$ cat src/rtl/lc3_mem_arbiter.sv
// Two-requester arbiter for the single-port LC-3 main memory: CPU has priority,
// debug is forced through after STARVE_LIMIT CPU grants while it waits.
//   state  | meaning
//   IDLE   | no access in flight; arbitrate eligible requesters
//   BUSY   | access in flight; mem_en held for MEM_LATENCY cycles
module lc3_mem_arbiter #(
    parameter int MEM_LATENCY  = 2,
    parameter int STARVE_LIMIT = 4
) (
    input  logic        clk,
    input  logic        rst,
    input  logic        cpu_req,
    input  logic        cpu_we,
    input  logic [15:0] cpu_addr,
    input  logic [15:0] cpu_wdata,
    output logic [15:0] cpu_rdata,
    output logic        cpu_ready,
    input  logic        dbg_req,
    input  logic        dbg_we,
    input  logic [15:0] dbg_addr,
    input  logic [15:0] dbg_wdata,
    output logic [15:0] dbg_rdata,
    output logic        dbg_ready,
    output logic        mem_en,
    output logic        mem_we,
    output logic [15:0] mem_addr,
    output logic [15:0] mem_wdata,
    input  logic [15:0] mem_rdata,
    output logic        busy,
    output logic        owner
);

    typedef enum logic {S_IDLE, S_BUSY} state_t;

    localparam logic [3:0] LAT_LAST   = 4'(MEM_LATENCY - 1);
    localparam logic [3:0] STARVE_MAX = 4'(STARVE_LIMIT);

    state_t      state_q, state_d;
    logic [3:0]  lat_cnt_q, lat_cnt_d;
    logic [3:0]  starve_cnt_q, starve_cnt_d;
    logic        owner_q, owner_d;
    logic        we_q, we_d;
    logic [15:0] addr_q, addr_d;
    logic [15:0] wdata_q, wdata_d;
    logic [15:0] cpu_rdata_q, cpu_rdata_d;
    logic [15:0] dbg_rdata_q, dbg_rdata_d;
    logic        cpu_ready_q, cpu_ready_d;
    logic        dbg_ready_q, dbg_ready_d;

    logic cpu_elig;
    logic dbg_elig;
    logic grant_dbg;

    always_comb begin
        state_d      = state_q;
        lat_cnt_d    = lat_cnt_q;
        starve_cnt_d = starve_cnt_q;
        owner_d      = owner_q;
        we_d         = we_q;
        addr_d       = addr_q;
        wdata_d      = wdata_q;
        cpu_rdata_d  = cpu_rdata_q;
        dbg_rdata_d  = dbg_rdata_q;
        cpu_ready_d  = 1'b0;
        dbg_ready_d  = 1'b0;

        // A requester still high during its own ready cycle is the finished access, not a new one.
        cpu_elig  = cpu_req & ~cpu_ready_q;
        dbg_elig  = dbg_req & ~dbg_ready_q;
        grant_dbg = dbg_elig & (~cpu_elig | (starve_cnt_q == STARVE_MAX));

        case (state_q)
            S_IDLE: begin
                if (cpu_elig || dbg_elig) begin
                    state_d   = S_BUSY;
                    lat_cnt_d = 4'd0;
                    owner_d   = grant_dbg;
                    we_d      = grant_dbg ? dbg_we    : cpu_we;
                    addr_d    = grant_dbg ? dbg_addr  : cpu_addr;
                    wdata_d   = grant_dbg ? dbg_wdata : cpu_wdata;
                    if (!grant_dbg && dbg_req) begin
                        starve_cnt_d = (starve_cnt_q == STARVE_MAX) ? STARVE_MAX
                                                                    : starve_cnt_q + 4'd1;
                    end else begin
                        starve_cnt_d = 4'd0;
                    end
                end
            end
            S_BUSY: begin
                lat_cnt_d = lat_cnt_q + 4'd1;
                if (lat_cnt_q == LAT_LAST) begin
                    state_d = S_IDLE;
                    if (owner_q) begin
                        dbg_ready_d = 1'b1;
                        if (!we_q) dbg_rdata_d = mem_rdata;
                    end else begin
                        cpu_ready_d = 1'b1;
                        if (!we_q) cpu_rdata_d = mem_rdata;
                    end
                end
            end
            default: state_d = S_IDLE;
        endcase
    end

    always_ff @(posedge clk) begin
        if (!rst) begin
            state_q      <= S_IDLE;
            lat_cnt_q    <= 4'd0;
            starve_cnt_q <= 4'd0;
            owner_q      <= 1'b0;
            we_q         <= 1'b0;
            addr_q       <= 16'h0;
            wdata_q      <= 16'h0;
            cpu_rdata_q  <= 16'h0;
            dbg_rdata_q  <= 16'h0;
            cpu_ready_q  <= 1'b0;
            dbg_ready_q  <= 1'b0;
        end else begin
            state_q      <= state_d;
            lat_cnt_q    <= lat_cnt_d;
            starve_cnt_q <= starve_cnt_d;
            owner_q      <= owner_d;
            we_q         <= we_d;
            addr_q       <= addr_d;
            wdata_q      <= wdata_d;
            cpu_rdata_q  <= cpu_rdata_d;
            dbg_rdata_q  <= dbg_rdata_d;
            cpu_ready_q  <= cpu_ready_d;
            dbg_ready_q  <= dbg_ready_d;
        end
    end

    assign busy      = (state_q == S_BUSY);
    assign owner     = owner_q;
    assign mem_en    = busy;
    assign mem_we    = busy & we_q;
    assign mem_addr  = busy ? addr_q  : 16'h0;
    assign mem_wdata = busy ? wdata_q : 16'h0;
    assign cpu_rdata = cpu_rdata_q;
    assign cpu_ready = cpu_ready_q;
    assign dbg_rdata = dbg_rdata_q;
    assign dbg_ready = dbg_ready_q;

endmodule

$ cat config.mk
export PLATFORM = sky130hd
export DESIGN_NAME = lc3_mem_arbiter
export DESIGN_NICKNAME = d
export VERILOG_FILES = /design/src/rtl/lc3_mem_arbiter.sv
export SDC_FILE = /design/constraint.sdc
export NUM_CORES = 1
export LEC_CHECK = 0
export CAP_MARGIN = 20
export CORE_MARGIN = 8
export CORE_UTILIZATION = 41
export CTS_CLUSTER_DIAMETER = 60
export CTS_CLUSTER_SIZE = 25
export DETAILED_ROUTE_END_ITERATION = 8
export DONT_BUFFER_PORTS = 1
export GPL_TIMING_DRIVEN = 0
export HOLD_SLACK_MARGIN = 0.03
export SLEW_MARGIN = 10
export SYNTH_ARGS = -nofsm -noshare
export SYNTH_HDL_FRONTEND = slang
export SYNTH_SLANG_ARGS = --single-unit
$ cat constraint.sdc
create_clock -name clk -period 3.1 [get_ports clk]
set_clock_uncertainty 0.1 [all_clocks]
set_input_delay 0.775 -clock clk [delete_from_list [all_inputs] [get_ports clk]]
set_output_delay 0.775 -clock clk [all_outputs]
set_load 0.02 [all_outputs]
==> results.sh, run 1 <==
export IMPL_status="complete, no violations"
export IMPL_drt_first_pass_iters=4
export IMPL_finalHoldViolations=0
export IMPL_grt_antenna_before_repair=0
export IMPL_cap_violations=0
export IMPL_fin_crit_sh_pct=92.4
export IMPL_wire_per_inst_um=19.0
export IMPL_worstPathRequired_ns=2.22
export IMPL_numCtsBuffers=9
export IMPL_r2r_cells=5
export IMPL_switchingPower_w=0.000604
export IMPL_place_gp_congestion=0.761
export IMPL_layout_common_cells="77 x dfxtp_1, 40 x nand2_1, 34 x and2_1"
export IMPL_synth_avg_cell_area_um2=9.65
export IMPL_p_clk_share_pct=35.2
export IMPL_grt_max_degree=16
export IMPL_synth_area_leaders="dfxtp_1 44%, mux2i_1 9.5%, o2bb2ai_1 8.3%"
export IMPL_crit_path_max_fanout=10
export IMPL_grt_pass1_wl_mm=14.3
export IMPL_num_fill_cells=803
export IMPL_core_area_um2=8220
export IMPL_clock_latency_ns=0.35
export IMPL_crit_path_end_kind="output pin"
export IMPL_hold_path_depth=1
export IMPL_r2r_end="addr_q[14]"
export IMPL_total_leakage_power_nw=1.37
export IMPL_area_growth_syn_to_layout_pct=9.06
export IMPL_arrival_ns=1.99
export IMPL_start_util_pct=42.2
export IMPL_crit_top_cell="clkbuf_1"
export IMPL_post_dp_hpwl_mm=7.06
export IMPL_syn_num_nets=449
export IMPL_crit_path_max_incr_delay_ns=0.48
export IMPL_switching_share_pct=29.8
export IMPL_wl_mm=9.11
export IMPL_htree_num_levels=3
export IMPL_critPathKind="reg2out"
export IMPL_tightest_slew_ns=0.495
export IMPL_portBuffers=0
export IMPL_hp_start="addr_q[10]"
export IMPL_ys_seq_elements=77
export IMPL_die_area_um2=11700
export IMPL_num_vias=2625
export IMPL_rows=33
export IMPL_synthDistinctLibCells=39
export IMPL_p_int_w=0.00142
export IMPL_synth_top_area_share_pct=44.5
export IMPL_drc=0
export IMPL_slew_violations=0
export IMPL_postSynth_asyncResetShare_pct=0
export IMPL_die_h_um=108
export IMPL_nets=460
export IMPL_setup_viol=0
export IMPL_synthCells=359
export IMPL_io_pins=156
export IMPL_diodes=0
export IMPL_startpoint_type="flip-flop"
export IMPL_clk_pin_slew_ns=0.08
export IMPL_combPwrFrac_pct=11.9
export IMPL_hold_path_end="addr_q[10]"
export IMPL_ant_nets=0
export IMPL_ys_seq_area_share_pct=44.5
export IMPL_finalSetupTns_ns=0
export IMPL_overflow=0
export IMPL_fmax_mhz=349
export IMPL_synth_edff_count=0
export IMPL_fin_crit_ns=2.87
export IMPL_rsz0062_at_grt="false"
export IMPL_drt_iter0_markers=60
export IMPL_rr_startpoint="dbg_ready"
export IMPL_gr_usage_all_layers_pct=15.4
export IMPL_fin_cells=480
export IMPL_root_buffer="clkbuf_8"
export IMPL_avgViaCountPerCell=5.47
export IMPL_grt_pass1_vias=2750
export IMPL_cp_cell_sequence="buf_6, clkbuf_1, clkbuf_1, and2_1"
export IMPL_relSlewSlack_pct=67.0
export IMPL_final_common_cell="dfxtp_1"
export IMPL_synth_ff_type="dfxtp_1"
export IMPL_syn_area_um2=3470
export IMPL_cts_sinks=77
export IMPL_ir_drop_v=0.000257
export IMPL_hp_class="reg2reg"
export IMPL_dieWidth_um=108
export IMPL_drive_gt1_share_pct=15.2
export IMPL_post_place_cells=464
export IMPL_p_seq_share_pct=52.9
export IMPL_ys_warn_count=0
export IMPL_cp_slowest_cell="dfxtp_1"
export IMPL_synth_top_cell_by_area="dfxtp_1"
export IMPL_power_density_nw_per_um2=537
export IMPL_cts_tree="built"
export IMPL_reg2reg_slack_ns=1.12
export IMPL_clk_path_buf_depth=2
power groups by stage:
stage	clock [W]	sequential, W	combinational [W]
6_report	0.000715	0.00107	0.000241
4_1_cts	0.000735	0.00107	0.000245
3_5_place_dp	0	0.00110	0.000245
5_1_grt	0.000780	0.00108	0.000266
3_3_place_gp	0	0.00110	0.000244
2_1_floorplan	0	0.00109	0.000198
flip-flops by register name, indices dropped and copies added (netlist names):
register	flops
lat_cnt_q	4
cpu_rdata	16
busy	1
we_q	1
addr_q	16
dbg_ready	1
starve_cnt_q	4
owner	1
dbg_rdata	16
cpu_ready	1
wdata_q	16
critical path, delay by kind of cell (launching register included):
family	cells	cell delay [ns]
flip-flops	1	0.48
buffers and inverters	3	0.85
AND/OR/NAND/NOR	1	0.32
stage by stage:
stage	setup WS (ns)	hold WS [ns]	power, W	util [%]	instance area [µm²]
after floorplan	0.877	0.324	0.00128	-	3470
after global placement	0.443	0.336	0.00134	43.8	3600
after detailed placement	0.427	0.338	0.00134	43.8	3600
after CTS	0.0430	0.364	0.00205	46.0	3780
after global routing	0.0774	0.376	0.00213	46.0	3780
final	0.234	0.361	0.00203	46.0	3780
routing by layer:
layer / wire length (µm) / vias to the layer above / GRT usage, %
met5: 0 / - / 0
met3: 1070 / 8 / 7.91
met2: 4130 / 118 / 24.2
met1: 3800 / 1206 / 17.9
met4: 102 / 0 / 4.76
li1: - / 1293 / -
area by class of cell:
type                       instances  area, µm²  area share, %
clock inverter                     7       57.6           1.52
multi-input combinational        248       1730           45.9
sequential                        77       1540           40.8
clock buffer                       9        124           3.28
tap                              105        131           3.48
inverter                           5       18.8          0.497
buffer                            29        173           4.57
cells in the mapped netlist, types with 2 or more instances:
| master | n |
|---|---|
| buf_1 | 3 |
| a21oi_4 | 2 |
| buf_2 | 5 |
| dfxtp_1 | 77 |
| nand2b_1 | 3 |
| xnor2_1 | 2 |
| mux2i_1 | 33 |
| a21oi_1 | 6 |
| clkbuf_1 | 13 |
| inv_1 | 4 |
| nand3_1 | 31 |
| nand2_1 | 40 |
| nand4_1 | 2 |
| o2bb2ai_1 | 33 |
| nor2_1 | 5 |
| o21ai_0 | 16 |
| a211oi_1 | 2 |
| and2_1 | 34 |
| buf_6 | 7 |
| ha_1 | 4 |
| nand3_2 | 4 |
| o21ai_2 | 16 |
what timing repair did:
action,CTS,global route
endpoints found under the setup margin,0,10
hold buffers,0,0
setup buffers,0,0
resized for setup,0,2
logic make-up (layout without fill, tap and decap cells):
| logic type | after synthesis | after routing | synth area share [%] |
|---|---|---|---|
| multiplexers | 33 | 33 | 9.53 |
| adder cells (fa/ha/maj) | 4 | 4 | 1.44 |
| flip-flops | 77 | 77 | 44.5 |
| buffers and inverters | 34 | 50 | 5.49 |
| AO/OA/AOI/OAI | 79 | 79 | 17.9 |
| AND/OR/NAND/NOR | 129 | 129 | 20.4 |
| XOR/XNOR | 3 | 3 | 0.758 |
how the worst max path moves through the flow:
stage                     start  slack (ns)            end
after floorplan            busy        0.88    mem_addr[0]
after global placement     busy        0.44   mem_addr[10]
after detailed placement   busy        0.43   mem_addr[10]
after CTS                  busy        0.04   mem_addr[10]
after global routing       busy        0.08  mem_wdata[14]
final                      busy        0.23    mem_addr[3]
No activity file was read; power rests on OpenSTA's default activity.
==> run 2: changes to the inputs <==
--- a/config.mk
+++ b/config.mk
@@ -14,7 +14,7 @@
 export DONT_BUFFER_PORTS = 1
 export GPL_TIMING_DRIVEN = 0
 export HOLD_SLACK_MARGIN = 0.03
-export SLEW_MARGIN = 10
+export SLEW_MARGIN = 30
 export SYNTH_ARGS = -nofsm -noshare
 export SYNTH_HDL_FRONTEND = slang
 export SYNTH_SLANG_ARGS = --single-unit
==> results of run 2 <==
No change in the layout: final DEF, timing and power equal those of run 1.
